`src/rtl/process_player_action.sv`:
```
// Validates a latched player action against the betting-round state and owns all
// chip accounting (stacks, pot, current bet, per-round contributions, fold flags).
module process_player_action #(
    parameter int unsigned NUM_PLAYERS    = 4,
    parameter int unsigned ID_W           = 2,
    parameter int unsigned STARTING_CHIPS = 50
) (
    input  logic                     clk,
    input  logic                     rst,
    input  logic                     accepted_input,
    input  logic [2:0]               accepted_players_input,
    input  logic [7:0]               accepted_players_money,
    input  logic [ID_W-1:0]          current_player,
    input  logic                     new_round,
    input  logic                     new_hand,
    input  logic                     award_pot,
    input  logic [ID_W-1:0]          winner_id,
    output logic                     busy,
    output logic                     action_done,
    output logic                     action_error,
    output logic [7:0]               pot,
    output logic [7:0]               current_bet,
    output logic [NUM_PLAYERS-1:0]   folded,
    output logic [8*NUM_PLAYERS-1:0] chips_bus
);

    localparam logic [2:0] ActFold  = 3'd0;
    localparam logic [2:0] ActCheck = 3'd1;
    localparam logic [2:0] ActCall  = 3'd2;
    localparam logic [2:0] ActRaise = 3'd3;
    localparam logic [2:0] ActAllIn = 3'd4;

    typedef enum logic [2:0] {StIdle, StValidate, StApply, StDone, StWaitRelease} state_e;

    state_e          state_q;
    logic            acc_prev_q;
    logic [2:0]      act_q;
    logic [7:0]      amt_q;
    logic [ID_W-1:0] seat_q;
    logic            legal_q;
    logic [7:0]      pay_q;
    logic [7:0]      bet_q;
    logic [7:0]      chips_q   [NUM_PLAYERS];
    logic [7:0]      contrib_q [NUM_PLAYERS];

    logic       seat_ok, folded_p, legal_c, ctrl;
    logic [7:0] chips_p, contrib_p, need, pay_c, bet_c;
    logic [8:0] raise_sum, allin_sum;

    assign ctrl = new_hand | new_round | award_pot;

    always_comb begin
        seat_ok   = 32'(seat_q) < NUM_PLAYERS;
        chips_p   = seat_ok ? chips_q[seat_q] : 8'd0;
        contrib_p = seat_ok ? contrib_q[seat_q] : 8'd0;
        folded_p  = seat_ok ? folded[seat_q] : 1'b1;
        need      = current_bet - contrib_p;
        // 9-bit sums so an oversized raise cannot wrap into a legal-looking value
        raise_sum = {1'b0, need} + {1'b0, amt_q};
        allin_sum = {1'b0, contrib_p} + {1'b0, chips_p};
        legal_c   = 1'b0;
        pay_c     = 8'd0;
        bet_c     = current_bet;
        if (!folded_p) begin
            case (act_q)
                ActFold:  legal_c = 1'b1;
                ActCheck: legal_c = (need == 8'd0);
                ActCall: begin
                    legal_c = (need != 8'd0) && (chips_p >= need);
                    pay_c   = need;
                end
                ActRaise: begin
                    legal_c = (amt_q != 8'd0) && (raise_sum <= {1'b0, chips_p});
                    pay_c   = raise_sum[7:0];
                    bet_c   = current_bet + amt_q;
                end
                ActAllIn: begin
                    legal_c = (chips_p != 8'd0);
                    pay_c   = chips_p;
                    if (allin_sum > {1'b0, current_bet}) bet_c = allin_sum[7:0];
                end
                default: legal_c = 1'b0;
            endcase
        end
    end

    always_comb begin
        chips_bus = '0;
        for (int k = 0; k < NUM_PLAYERS; k++) chips_bus[8*k +: 8] = chips_q[k];
    end

    always_ff @(posedge clk) begin
        if (rst) begin
            state_q      <= StIdle;
            acc_prev_q   <= 1'b0;
            act_q        <= 3'd0;
            amt_q        <= 8'd0;
            seat_q       <= '0;
            legal_q      <= 1'b0;
            pay_q        <= 8'd0;
            bet_q        <= 8'd0;
            busy         <= 1'b0;
            action_done  <= 1'b0;
            action_error <= 1'b0;
            pot          <= 8'd0;
            current_bet  <= 8'd0;
            folded       <= '0;
            for (int k = 0; k < NUM_PLAYERS; k++) begin
                chips_q[k]   <= 8'(STARTING_CHIPS);
                contrib_q[k] <= 8'd0;
            end
        end else begin
            acc_prev_q <= accepted_input;
            case (state_q)
                StIdle: begin
                    if (ctrl) begin
                        // Control wins; hold the edge detector so a coincident rise is not lost
                        acc_prev_q <= acc_prev_q;
                        if (new_hand || new_round) begin
                            current_bet <= 8'd0;
                            for (int k = 0; k < NUM_PLAYERS; k++) contrib_q[k] <= 8'd0;
                            if (new_hand) folded <= '0;
                        end else if (32'(winner_id) < NUM_PLAYERS) begin
                            chips_q[winner_id] <= chips_q[winner_id] + pot;
                            pot                <= 8'd0;
                        end
                    end else if (accepted_input && !acc_prev_q) begin
                        act_q   <= accepted_players_input;
                        amt_q   <= accepted_players_money;
                        seat_q  <= current_player;
                        busy    <= 1'b1;
                        state_q <= StValidate;
                    end
                end
                StValidate: begin
                    legal_q <= legal_c;
                    pay_q   <= pay_c;
                    bet_q   <= bet_c;
                    state_q <= StApply;
                end
                StApply: begin
                    if (legal_q) begin
                        chips_q[seat_q]   <= chips_q[seat_q] - pay_q;
                        contrib_q[seat_q] <= contrib_q[seat_q] + pay_q;
                        pot               <= pot + pay_q;
                        current_bet       <= bet_q;
                        if (act_q == ActFold) folded[seat_q] <= 1'b1;
                    end
                    action_done  <= 1'b1;
                    action_error <= !legal_q;
                    state_q      <= StDone;
                end
                StDone: begin
                    action_done  <= 1'b0;
                    action_error <= 1'b0;
                    if (accepted_input) begin
                        state_q <= StWaitRelease;
                    end else begin
                        busy    <= 1'b0;
                        state_q <= StIdle;
                    end
                end
                StWaitRelease: begin
                    if (!accepted_input) begin
                        busy    <= 1'b0;
                        state_q <= StIdle;
                    end
                end
                default: begin
                    busy    <= 1'b0;
                    state_q <= StIdle;
                end
            endcase
        end
    end

endmodule
```
`config.mk`:
```
export PLATFORM = sky130hd
export DESIGN_NAME = process_player_action
export DESIGN_NICKNAME = d
export VERILOG_FILES = /design/src/rtl/process_player_action.sv
export SDC_FILE = /design/constraint.sdc
export NUM_CORES = 1
export LEC_CHECK = 0
export CAP_MARGIN = 20
export CELL_PAD_IN_SITES_DETAIL_PLACEMENT = 0
export CELL_PAD_IN_SITES_GLOBAL_PLACEMENT = 1
export CORE_ASPECT_RATIO = 1.5
export CORE_MARGIN = 8
export CORE_UTILIZATION = 46
export DETAILED_ROUTE_END_ITERATION = 12
export PLACE_DENSITY_LB_ADDON = 0.1
export SKIP_CTS_REPAIR_TIMING = 1
export SLEW_MARGIN = 20
export SYNTH_ARGS = -nofsm -noshare
export SYNTH_HDL_FRONTEND = slang
export SYNTH_SLANG_ARGS = --single-unit
```
`constraint.sdc`:
```
create_clock -name clk -period 5.5 [get_ports clk]
set_clock_uncertainty 0.1 [all_clocks]
set_input_delay 1.375 -clock clk [delete_from_list [all_inputs] [get_ports clk]]
set_output_delay 1.375 -clock clk [all_outputs]
set_load 0.05 [all_outputs]
```
Word level (Yosys, flattened, before mapping)
Memories as Yosys holds them, arrays and structs flattened. A register that Yosys moved wholly into a read port is not among the register bits.
Cells that the tools add are included.
- input bits: 21
- memories: 2
- RAM bits: 64
- flip-flop bits (word level): 57
- output and inout bits: 55
- memories (name ; depth ; bits a word ; rd ports ; clocked after memory_dff ; write ports ; RTL line ; source):
    chips_q ; 4 ; 8 ; 6 ; 1 ; 4 ; 43 ; logic [7:0] chips_q [NUM_PLAYERS];
    contrib_q ; 4 ; 8 ; 1 ; 1 ; 4 ; 44 ; logic [7:0] contrib_q [NUM_PLAYERS];
- $lt $le $gt $ge: 5
- equal/unequal tests: 18
- bitwise gates (word level): 9
- muxes and demuxes: 71
- add/subtract/negate cells: 8
- reductions and logical operators: 26
- operators with widths (kind ; number):
    8-bit two-way mux ; 16
    8-bit one-hot mux with 2 select lines ; 3
    8-bit adder ; 4
    1-bit two-way mux ; 27
    8-bit one-hot mux with 3 select lines ; 1
    8-bit nonzero test ; 3
    8-bit OR reduction ; 3
    4-bit two-way mux ; 5
    2-bit != test, second input constant ; 10
    8-bit by 8-bit adder with 9-bit output ; 2
    8-bit subtractor ; 2
    3-bit one-hot mux with 5 select lines ; 1
    2-bit two-way mux ; 7
    3-bit by 2-bit equality test with 1-bit output, second input constant ; 4
    3-bit two-way mux ; 4
    4-bit AND reduction ; 3
    9-bit by 8-bit > comparator with 1-bit output ; 1
    9-bit by 8-bit <= comparator with 1-bit output ; 1
    8-bit >= comparator ; 1
    8-bit logical NOT ; 1
    4-bit one-hot mux with 2 select lines ; 1
    3-bit by 1-bit equality test with 1-bit output, second input constant ; 2
    3-bit equality test, second input constant ; 2
    3-bit logical NOT ; 2
    17 further kinds ; 31

Depth between registers and ports, before layout
Gate-level depths: netlist (run 1).
- word-level depth: 9
- mapped depth: 23

Worst setup path before layout (run 1)
No wires, ideal clock.
- path type: reg2reg
- from: register with a tool-made name
- to: register legal_q
- required time: 5271 ps
- stages on the path, launching flop included: 22
- arrival: 4424 ps
- setup slack: 847 ps
- setup time: 129 ps
- path through: dfxtp_1 -> buf_6 -> buf_2 -> mux4_2 -> inv_1 -> ha_1 -> a211oi_1 -> nor2_1 -> xor2_1 -> ha_1 -> and3_1 -> a2111o_1 -> a21o_1 -> a21oi_1 -> xnor2_1 -> ha_1 -> nand4_1 -> nor3_1 -> nor3_1 -> o32ai_1 -> a21oi_1 -> a31oi_1
- RTL lines (item ; RTL line ; source):
    end signal: assignment ; 136 ; legal_q <= legal_c;
    end: declaration ; 40 ; logic legal_q;

==> results.md, run 1 <==
* Final setup vio count at 0
* Avg WL per Cell at 21.5 um
* Setup WS post-layout at 477 ps
* Die Y at 183 um
* Startpoint types: flip-flop
* CTS Buf Count at 17
* Routed Antenna Nets at 0
* Synth Register Bits at 123
* Setup TNS Final at 0 ps
* Top post-synthesis cells by area: edfxtp_1 23%, dfxtp_1 14%, ha_1 12%
* Post-synth EDFFs at 64
* Clock slew at reported path FFs at 60 ps
* # diodes at 0
* Multi-input logic area at 0.00503 sq mm
* Total track usage at 23.3%
* Area leader, netlist: edfxtp_1
* I/O pin count at 76
* Cells after Synth at 891
* First-pass GRT wire length at 41300 um
* R2R depth at 20
* Sequential area share after synthesis at 36.4%
* Static Leak at 4.03 nW
* Final period utilization at 91.3%
* Design Power at 2.69 mW
* Hold Vio Cnt, Final at 0
* Final Instance Count excl. Fillers at 1234
* FMAX at 199 MHz
* CTS tree: built
* Type of the worst setup path: flip-flop to flip-flop
* CP max FO at 9
* FP Rows at 61
* Vias post-DR at 7192
* Largest net degree at the start of global routing at 60
* Worst setup path endpoint: legal_q
* Area grow syn2layout at 18.9%
* H-tree levels at 4
* Crit path DAT at 5230 ps
* Peak VDD IR at 0.229 mV
* Max-cap violations at 0
* Netlist cell types at 65
* Rel. slew slack at 37.2%
* DP HPWL at 20900 um
* IO buf count at 75
* Worst Max-Slew Pin Slew at 938 ps
* Vias in the first global route at 7560
* Pwr Density at 265 mW/mm^2
* Filler cells at 1692
* Initial Utilization at 46.4%
* Die area at 0.0233 sq mm
* Status: complete, no violations
* Total wire length at 26600 um
* Max Root-Sink Buffers at 2
* Post-synth ARST share at 0%
* Reg area at 0.00310 sq mm
* Placed cells at 1202
* Post-Syn Area at 0.00853 sq mm
* Remaining DRCs at 0
* Skew-Pair Late Insertion Delay at 430 ps
* Initial antenna violation count at 0
* Layout cells sized above 1 at 8.76%
* Setup WS pre-CTS at 450 ps
* Synth top cells by count: 129 x nor2_1, 84 x ha_1, 69 x a21oi_1, 69 x inv_1, 64 x edfxtp_1
* Drt pass-1 iters at 6
* Final slew viol count at 0
* Clock sink count at 123
* Crit path time final at 5020 ps
* Post-synth top area share at 22.5%
* Top FF cell, synth: edfxtp_1
* Detailed Route Iter0 Violations at 485
* Die width at 127 um
* Crit path capture type: flip-flop
* Yosys warnings at 0
* Final Util at 55.2%
* Gp weighted congestion at 0.917
* Core area at 0.0184 sq mm
* Hold crit path type: flip-flop to flip-flop
* R2r setup slk at 480 ps
* Worst Path Required at 5700 ps
* Post-Syn Nets at 1004
* CTS root buffer: clkbuf_16
* DR vias/cell at 5.83
* Fin nets at 1082
* RSZ-0062 raised after global routing: no
* Worst r2r dst: legal_q
* Grt ovf at 0
* Syn_area_per_cell at 9.58 sq um
* Most frequent cell after synthesis: nor2_1
## worst max-delay path: stages, from the launching register on
cell	delay [ps]
dfxtp_1	570
mux4_2	320
ha_1	170
inv_1	50
fa_1	410
a211oi_1	300
nor2_1	100
xor2_1	330
ha_1	360
and3_1	190
a2111o_1	440
a21o_1	190
a21oi_1	170
xnor2_1	170
ha_1	300
nand4_1	110
nor3_1	60
nor3_1	210
o32ai_1	120
a21oi_1	130
a31oi_1	90
## power breakdown
group | leakage (nW) | switching, mW | internal, mW
combinational | 2.62 | 0.321 | 0.220
clock | 0.278 | 0.459 | 0.674
sequential | 1.13 | 0.0224 | 0.996
## state kept, by name (all words and copies together), names as in the netlist, 2 cells and up, named ones only
signal,cells
current_bet,8
folded,4
amt_q,8
bet_q,8
state_q,3
pay_q,8
chips_q,32
contrib_q,32
pot,8
seat_q,2
act_q,3
## stage by stage
| step | hold slack (ps) | cell area [sq um] |
|---|---|---|
| 2_1_floorplan | 361 | 8530 |
| 3_3_place_gp | 346 | 9560 |
| 3_5_place_dp | 355 | 9560 |
| 4_1_cts | 365 | 10100 |
| 5_1_grt | 418 | 10100 |
| 6_report | 357 | 10100 |
## metal layers
layer	global-route usage, %	share of wire, %
met1	23.6	38
met2	43.5	54
met3	4.62	3.6
met4	13.1	4.9
met5	0	0
## layout make-up
type                       count  share of cell area (%)
multi-input combinational    669                    49.6
clock buffer                  17                    4.19
inverter                      69                    2.55
sequential                   123                    30.6
tap                          252                    3.11
timing repair buffer          89                    8.38
clock inverter                15                    1.60
## kinds of logic (layout without fill, tap and decap cells)
logic type                 after synthesis  count (layout)  share of synthesized area [%]
AOI/OAI and AO/OA                      196             196                           14.5
DFF                                    123             123                           36.4
buffers and inverters                   99             190                           4.65
muxes                                   55              55                           10.1
and+or+nand+nor                        279             279                           15.2
xor gates and xnor gates                47              47                           4.91
adders and majority gates               92              92                           14.2
## placed cells by master, fill, tap and decap left out, types with 16 or more instances in the layout
cell type / n
xor2_1: 16
a22oi_1: 16
mux4_2: 19
clkbuf_16: 17
clkdlybuf4s50_1: 74
nand2_1: 51
dfxtp_1: 59
nand3_1: 17
inv_1: 69
nor2_1: 129
ha_1: 84
o21ai_0: 35
nand2b_1: 17
edfxtp_1: 64
a21oi_1: 69
mux2i_1: 23
xnor2_1: 30
## how the worst min path moves through the flow
stage,slack [ps],cells past startpoint,start,endpoint
6_report,360,2,busy,busy
5_1_grt,420,2,bet_q[5],bet_q[5]
4_1_cts,360,2,busy,busy
3_5_place_dp,360,2,busy,busy
3_3_place_gp,350,2,busy,busy
2_1_floorplan,360,2,acc_prev_q,acc_prev_q
Note: power is estimated with default switching activity, not from simulation.
==> run 2: changes to the inputs <==
CORE_UTILIZATION = 45   (was 46)
TNS_END_PERCENT = 1   (was default)
clock period = 6.2 ns   (was 5.5 ns; I/O delays follow)
==> run 2 against run 1 <==
Compared with the run above: die area up 2.0%; fmax decreased by 4.1%; first-iteration DRC count down 5.4%; sequential share of layout area increased by 0.12 points; design area down 0.41%; global-route usage is 0.25 points higher; routed wire length rose by 1.3%; clock power fell by 14%; critical path type unchanged.
==> results.md, run 2 (synthesis gave the netlist of run 1 again) <==
* Status: complete, no violations
* DP HPWL at 21400 um (+2.3%)
* H-tree levels at 4 (unchanged)
* Gp weighted congestion at 0.910 (-0.76%)
* Avg WL per Cell at 21.9 um (+1.7%)
* Skew-Pair Late Insertion Delay at 430 ps (about the same)
* Final Util at 54.5% (-0.68 points)
* Grt ovf at 0 (unchanged)
* Most frequent CP cell: ha_1
* Total track usage at 23.5% (+0.25 points)
* Setup WS pre-CTS at 941 ps (+491 ps)
* Die Y at 185 um (+1.0%)
* CP max FO at 9 (unchanged)
* Initial Utilization at 46.0% (-0.38 points)
* Crit path DAT at 5430 ps (+200 ps)
* Startpoint types: flip-flop
* R2r setup slk at 960 ps (+490 ps)
* Vias post-DR at 7134 (-0.81%)
* Worst r2r dst: legal_q
* Hold path endpoint: busy
* DR vias/cell at 5.80 (-0.48%)
* Setup TNS Final at 0 ps (unchanged)
* Core area at 0.0185 sq mm (+0.83%)
* FMAX at 191 MHz (-4.1%)
* Crit path time final at 5240 ps (+213 ps)
* Worst path bufs/invs at 1 (unchanged)
* Commonest non-fill, non-tap cell in the layout: nor2_1
* Hold crit path type: flip-flop to flip-flop
* Drt pass-1 iters at 6 (unchanged)
* # diodes at 0 (unchanged)
* Worst Hold Depth at 2 (unchanged)
* Post-DP Area at 0.00953 sq mm (-0.31%)
* Slowest-stage cell, CP: dfxtp_1
* Static Leak at 4.01 nW (-0.38%)
* IO buf count at 75 (unchanged)
* Rel. slew slack at 39.8% (+2.6 points)
* Most frequent cells in the layout: 129 x nor2_1, 84 x ha_1, 74 x clkdlybuf4s50_1, 69 x inv_1, 69 x a21oi_1
* Worst hold margin at 363 ps (+6.05 ps)
* Crit path capture type: flip-flop
* Area grow syn2layout at 18.5%
* Max Root-Sink Buffers at 2 (unchanged)
* Routed Antenna Nets at 0 (unchanged)
* R2R depth at 20 (unchanged)
* I/O pin count at 76 (unchanged)
* Fin nets at 1078 (-0.37%)
* Die width at 128 um (+0.97%)
* Worst Max-Slew Pin Slew at 900 ps (-37.4 ps)
* RSZ-0062 raised after global routing: no
* Largest net degree at the start of global routing at 42 (-30%)
* Remaining DRCs at 0 (unchanged)
* Layout cells sized above 1 at 8.38% (-0.37 points)
* Vias in the first global route at 7487 (-0.97%)
* Met3 GRT Util at 5.35% (+0.73 points)
* First-pass GRT wire length at 42300 um (+2.3%)
* FP Rows at 61 (unchanged)
* CTS Buf Count at 17 (unchanged)
* CTS root buffer: clkbuf_16
* Busiest layer in global routing: met2
* Max stage delay on crit path at 710 ps (+140 ps)
* Pwr Density at 234 mW/mm^2 (-12%)
* Initial antenna violation count at 0 (unchanged)
* Final period utilization at 84.4% (-6.9 points)
* Biggest registers after layout: chips_q: 32 flops, contrib_q: 32 flops
* CTS tree: built
* Filler cells at 1747 (+3.3%)
* Max-cap violations at 0 (unchanged)
* Clock sink count at 123 (unchanged)
* CP Cell Sequence: mux4_2 > ha_1 > inv_1 > fa_1 > a211oi_1 > nor2_1 > xor2_1 > ha_1 > and3_1 > a2111o_1 > a21o_1 > a21oi_1 > xnor2_1 > ha_1 > nand4_1 > nor3_1 > nor3_1 > o32ai_1 > a21oi_1 > a31oi_1
* Final slew viol count at 0 (unchanged)
* GR Util met2 at 43.1% (-0.38 points)
* Finished layout cell area at 0.0101 sq mm (-0.41%)
* Hold Vio Cnt, Final at 0 (unchanged)
* Worst Path Required at 6400 ps (+700 ps)
* Detailed Route Iter0 Violations at 459 (-5.4%)
* Met1 Track Usage GR at 23.9% (+0.36 points)
* Min-delay src: busy
* Total wire length at 26900 um (+1.3%)
* Final setup vio count at 0 (unchanged)
* Setup WS post-layout at 965 ps (+487 ps)
* Type of the worst setup path: flip-flop to flip-flop
* Die area at 0.0237 sq mm (+2.0%)
* Top delay family on crit path: compound AO/OA/AOI/OAI gates
* Clock slew at reported path FFs at 70 ps (about the same)
* Peak VDD IR at 0.214 mV (-6.7%)
==> run 2: cell count changes in the layout (fill, tap and decap cells not counted) <==
cell	previous run	this run
inv_8	0	4
clkinvlp_4	3	1
clkinvlp_2	1	0
bufinv_16	2	0
inv_6	6	5
buf_4	14	10
clkinv_8	0	2
==> run 2: power breakdown <==
group / internal [mW] / switching [mW]
combinational: 0.199 / 0.282
sequential: 0.883 / 0.0202
clock: 0.535 / 0.441
==> run 2: stage by stage <==
stage,power [mW],std cells
after floorplan,1.25,891
after global placement,1.39,1198
after detailed placement,1.40,1198
after CTS,2.37,1230
after global routing,2.46,1230
final,2.36,1230
==> run 2: final cells by class <==
cell class	count	area, sq um	area share [%]
Tap cell	252	315	3.12
Timing Repair Buffer	85	821	8.12
Sequential cell	123	3100	30.7
Clock inverter	15	151	1.50
Clock buffer	17	425	4.21
Multi-Input combinational cell	669	5030	49.8
Inverter	69	259	2.56
==> run 2: how the worst max path moves through the flow <==
stage / start / endpoint / slack (ps) / depth (start not counted)
floorplan: flip-flop / legal_q / 1550 / 21
global placement: flip-flop / legal_q / 1050 / 20
detailed placement: flip-flop / legal_q / 940 / 20
CTS: flip-flop / legal_q / 920 / 20
global route: flip-flop / legal_q / 570 / 20
finish: flip-flop / legal_q / 960 / 20
==> run 2: worst min-delay path: cells and delay by family (launching register included) <==
kind            cells  cell delay (ps)
compound gates      1               50
flops               1              310
simple gates        1               50
==> run 2: layer usage <==
layer  vias to the layer above  routed length, um
met2                       245              14200
met4                         0               1480
met5                         -                  0
met1                      3435               9860
li1                       3383                  -
met3                        71               1430
==> patch: new RTL, settings of run 1 <==
Reset style: asynchronous (`rst`), changed in one clocked block.
--- a/src/rtl/process_player_action.sv
+++ b/src/rtl/process_player_action.sv
@@ -91,3 +91,3 @@
 
-    always_ff @(posedge clk) begin
+    always_ff @(posedge clk or posedge rst) begin
         if (rst) begin
Check against the original RTL: differs if rst is asserted again (counterexample within 4 cycles, from zero or initial values and one cycle with rst high); with rst held inactive, the same outputs for 4 cycles.
==> patch against run 1 <==
Final cell count is 1.8% higher. Sequential cell count decreased by 2. Design area grew 1.8%. Wire length grew 7.7%. Utilization increased by 0.51 points. Synthesized area up 1.6%. Critical path depth rose by 3. Synthesized cell count is 1.8% higher. Sequential share of layout area shrank 1.1 points. Highest routed layer unchanged. Worst setup slack better by 0.0044 ns.
Power is not compared: it rests on default switching activity, and its combinational part moved more than twofold at a synthesized area within 25%.
==> patch: results (changes against run 1) <==
[clock_network]
clock-root-buffer = sky130_fd_sc_hd__clkbuf_16
clock_insertion_delay_worst_skew_ns = 0.43  ; about the same
cts.path.max_buffers = 2  ; unchanged
clk_pin_slew_ns = 0.06  ; about the same

[worst_hold_path]
min_delay_worst_endpoint = contrib_q[26]
worstHoldStart = contrib_q[26]

[worst_setup_path]
rr_worst_depth = 23  ; +15%
top_cell_family_by_delay_on_the_critical_path = compound AO/OA/AOI/OAI gates
crit_path_max_fanout = 10  ; +1
rr_startpoint = seat_q[1]
critical_path_arrival_ns = 5.28  ; +0.05 ns
critical_path.reg2reg.endpoint = legal_q
cpPeakStageDelay_ns = 0.66  ; +0.09 ns
crit_slowest_cell = sky130_fd_sc_hd__dfrtp_1

[logic_synthesis]
sequential_area_share_after_synthesis_pct = 35.1  ; -1.3 points
synth_nets = 1020  ; +1.6%
yosys.cell_types.count = 58  ; -11%
synth.area.top_cells = sky130_fd_sc_hd__dfrtp_1 31%, sky130_fd_sc_hd__ha_1 12%, sky130_fd_sc_hd__mux4_2 6.2%
synth-warning-count = 0  ; unchanged
synth.top_cell.area_share_pct = 31.5  ; +8.9 points
fraction_of_synthesis_flops_using_an_asynchronous_set_or_reset_pin_pct = 100  ; +100 points
netlist_top_cells_count = 109 x sky130_fd_sc_hd__dfrtp_1, 104 x sky130_fd_sc_hd__nand2_1, 90 x sky130_fd_sc_hd__o21ai_0

[layout]
fin_nets = 1104  ; +2.0%
post_route_cells_drive_above_1_share_pct = 11.4  ; +2.6 points

[drt]
routed_wire_length_per_instance_um = 22.8  ; +5.8%
dr.first_iter.drc_count = 473  ; -2.5%
drt_pass1_iterations = 8  ; +2
via_per_inst = 5.97  ; +2.4%

[placement]
dpl_worst_slack_ns = 0.548  ; +0.0974 ns
place_congestion = 0.908  ; -0.88%
hpwlAfterDp_um = 22000  ; +5.4%

[global_route]
global_route.usage.total_pct = 25.2  ; +1.9 points
grt_first_pass_wirelength_um = 44900  ; +8.7%
via_count_of_the_first_global_routing_pass = 7797  ; +3.1%
grt_start_max_net_pins = 74  ; +23%

[run_status]
status = finished clean

[timing]
normalized_max_slew_margin_pct = 34.8  ; -2.4 points

[power]
vdd.ir_drop.worst_mv = 0.249

patch: area by class of cell:
cell class	instances	area (um2)
Fill cell	1706	8220
Multi-Input combinational cell	701	5290
Sequential cell	121	3040
Timing Repair Buffer	95	901
Clock buffer	18	439
Tap cell	252	315
Inverter	55	209
Clock inverter	14	128
patch: power by group:
part | internal [mW] | switching (mW) | total, mW
clock network | 0.608 | 0.503 | 1.11
logic | 0.735 | 1.30 | 2.04
registers | 1.02 | 0.189 | 1.21
patch: stage by stage:
step                instance area (um2)  util [%]  hold WS [ns]  std cells
floorplan                          8670         -         0.344        907
global placement                   9760      52.6         0.358       1224
detailed placement                 9760      52.6         0.369       1224
CTS                               10300      55.7         0.383       1256
global route                      10300      55.7         0.407       1256
finish                            10300      55.7         0.378       1256
patch: worst max path at each step:
| stage | cells after the start | endpoint | startpoint | slack, ns |
|---|---|---|---|---|
| after global placement | 11 | chips_bus[15] | winner_id[0] | 0.63 |
| after detailed placement | 23 | legal_q | seat_q[1] | 0.55 |
| after global routing | 23 | legal_q | seat_q[1] | 0.08 |
| after CTS | 23 | legal_q | seat_q[1] | 0.52 |
| after floorplan | 24 | legal_q | seat_q[0] | 0.57 |
| final | 23 | legal_q | seat_q[1] | 0.48 |
patch: cell families (layout without fill, tap and decap cells):
| logic type | after synthesis | after routing | synth area share [%] |
|---|---|---|---|
| AO/OA/AOI/OAI | 273 | 273 | 20.7 |
| AND/OR/NAND/NOR | 242 | 242 | 12.5 |
| flip-flops | 121 | 121 | 35.1 |
| adder cells (fa/ha/maj) | 92 | 92 | 14.0 |
| buffers and inverters | 85 | 182 | 3.84 |
| XOR/XNOR | 48 | 48 | 4.85 |
| multiplexers | 46 | 46 | 9.01 |
patch: per-layer routing:
metal	global-route usage [%]	share of wire, %	up-vias
met1	26.4	37	3685
li1	-	-	3490
met3	4.34	4.6	83
met4	15.2	5.7	0
met2	46.1	53	235
met5	0	0	-
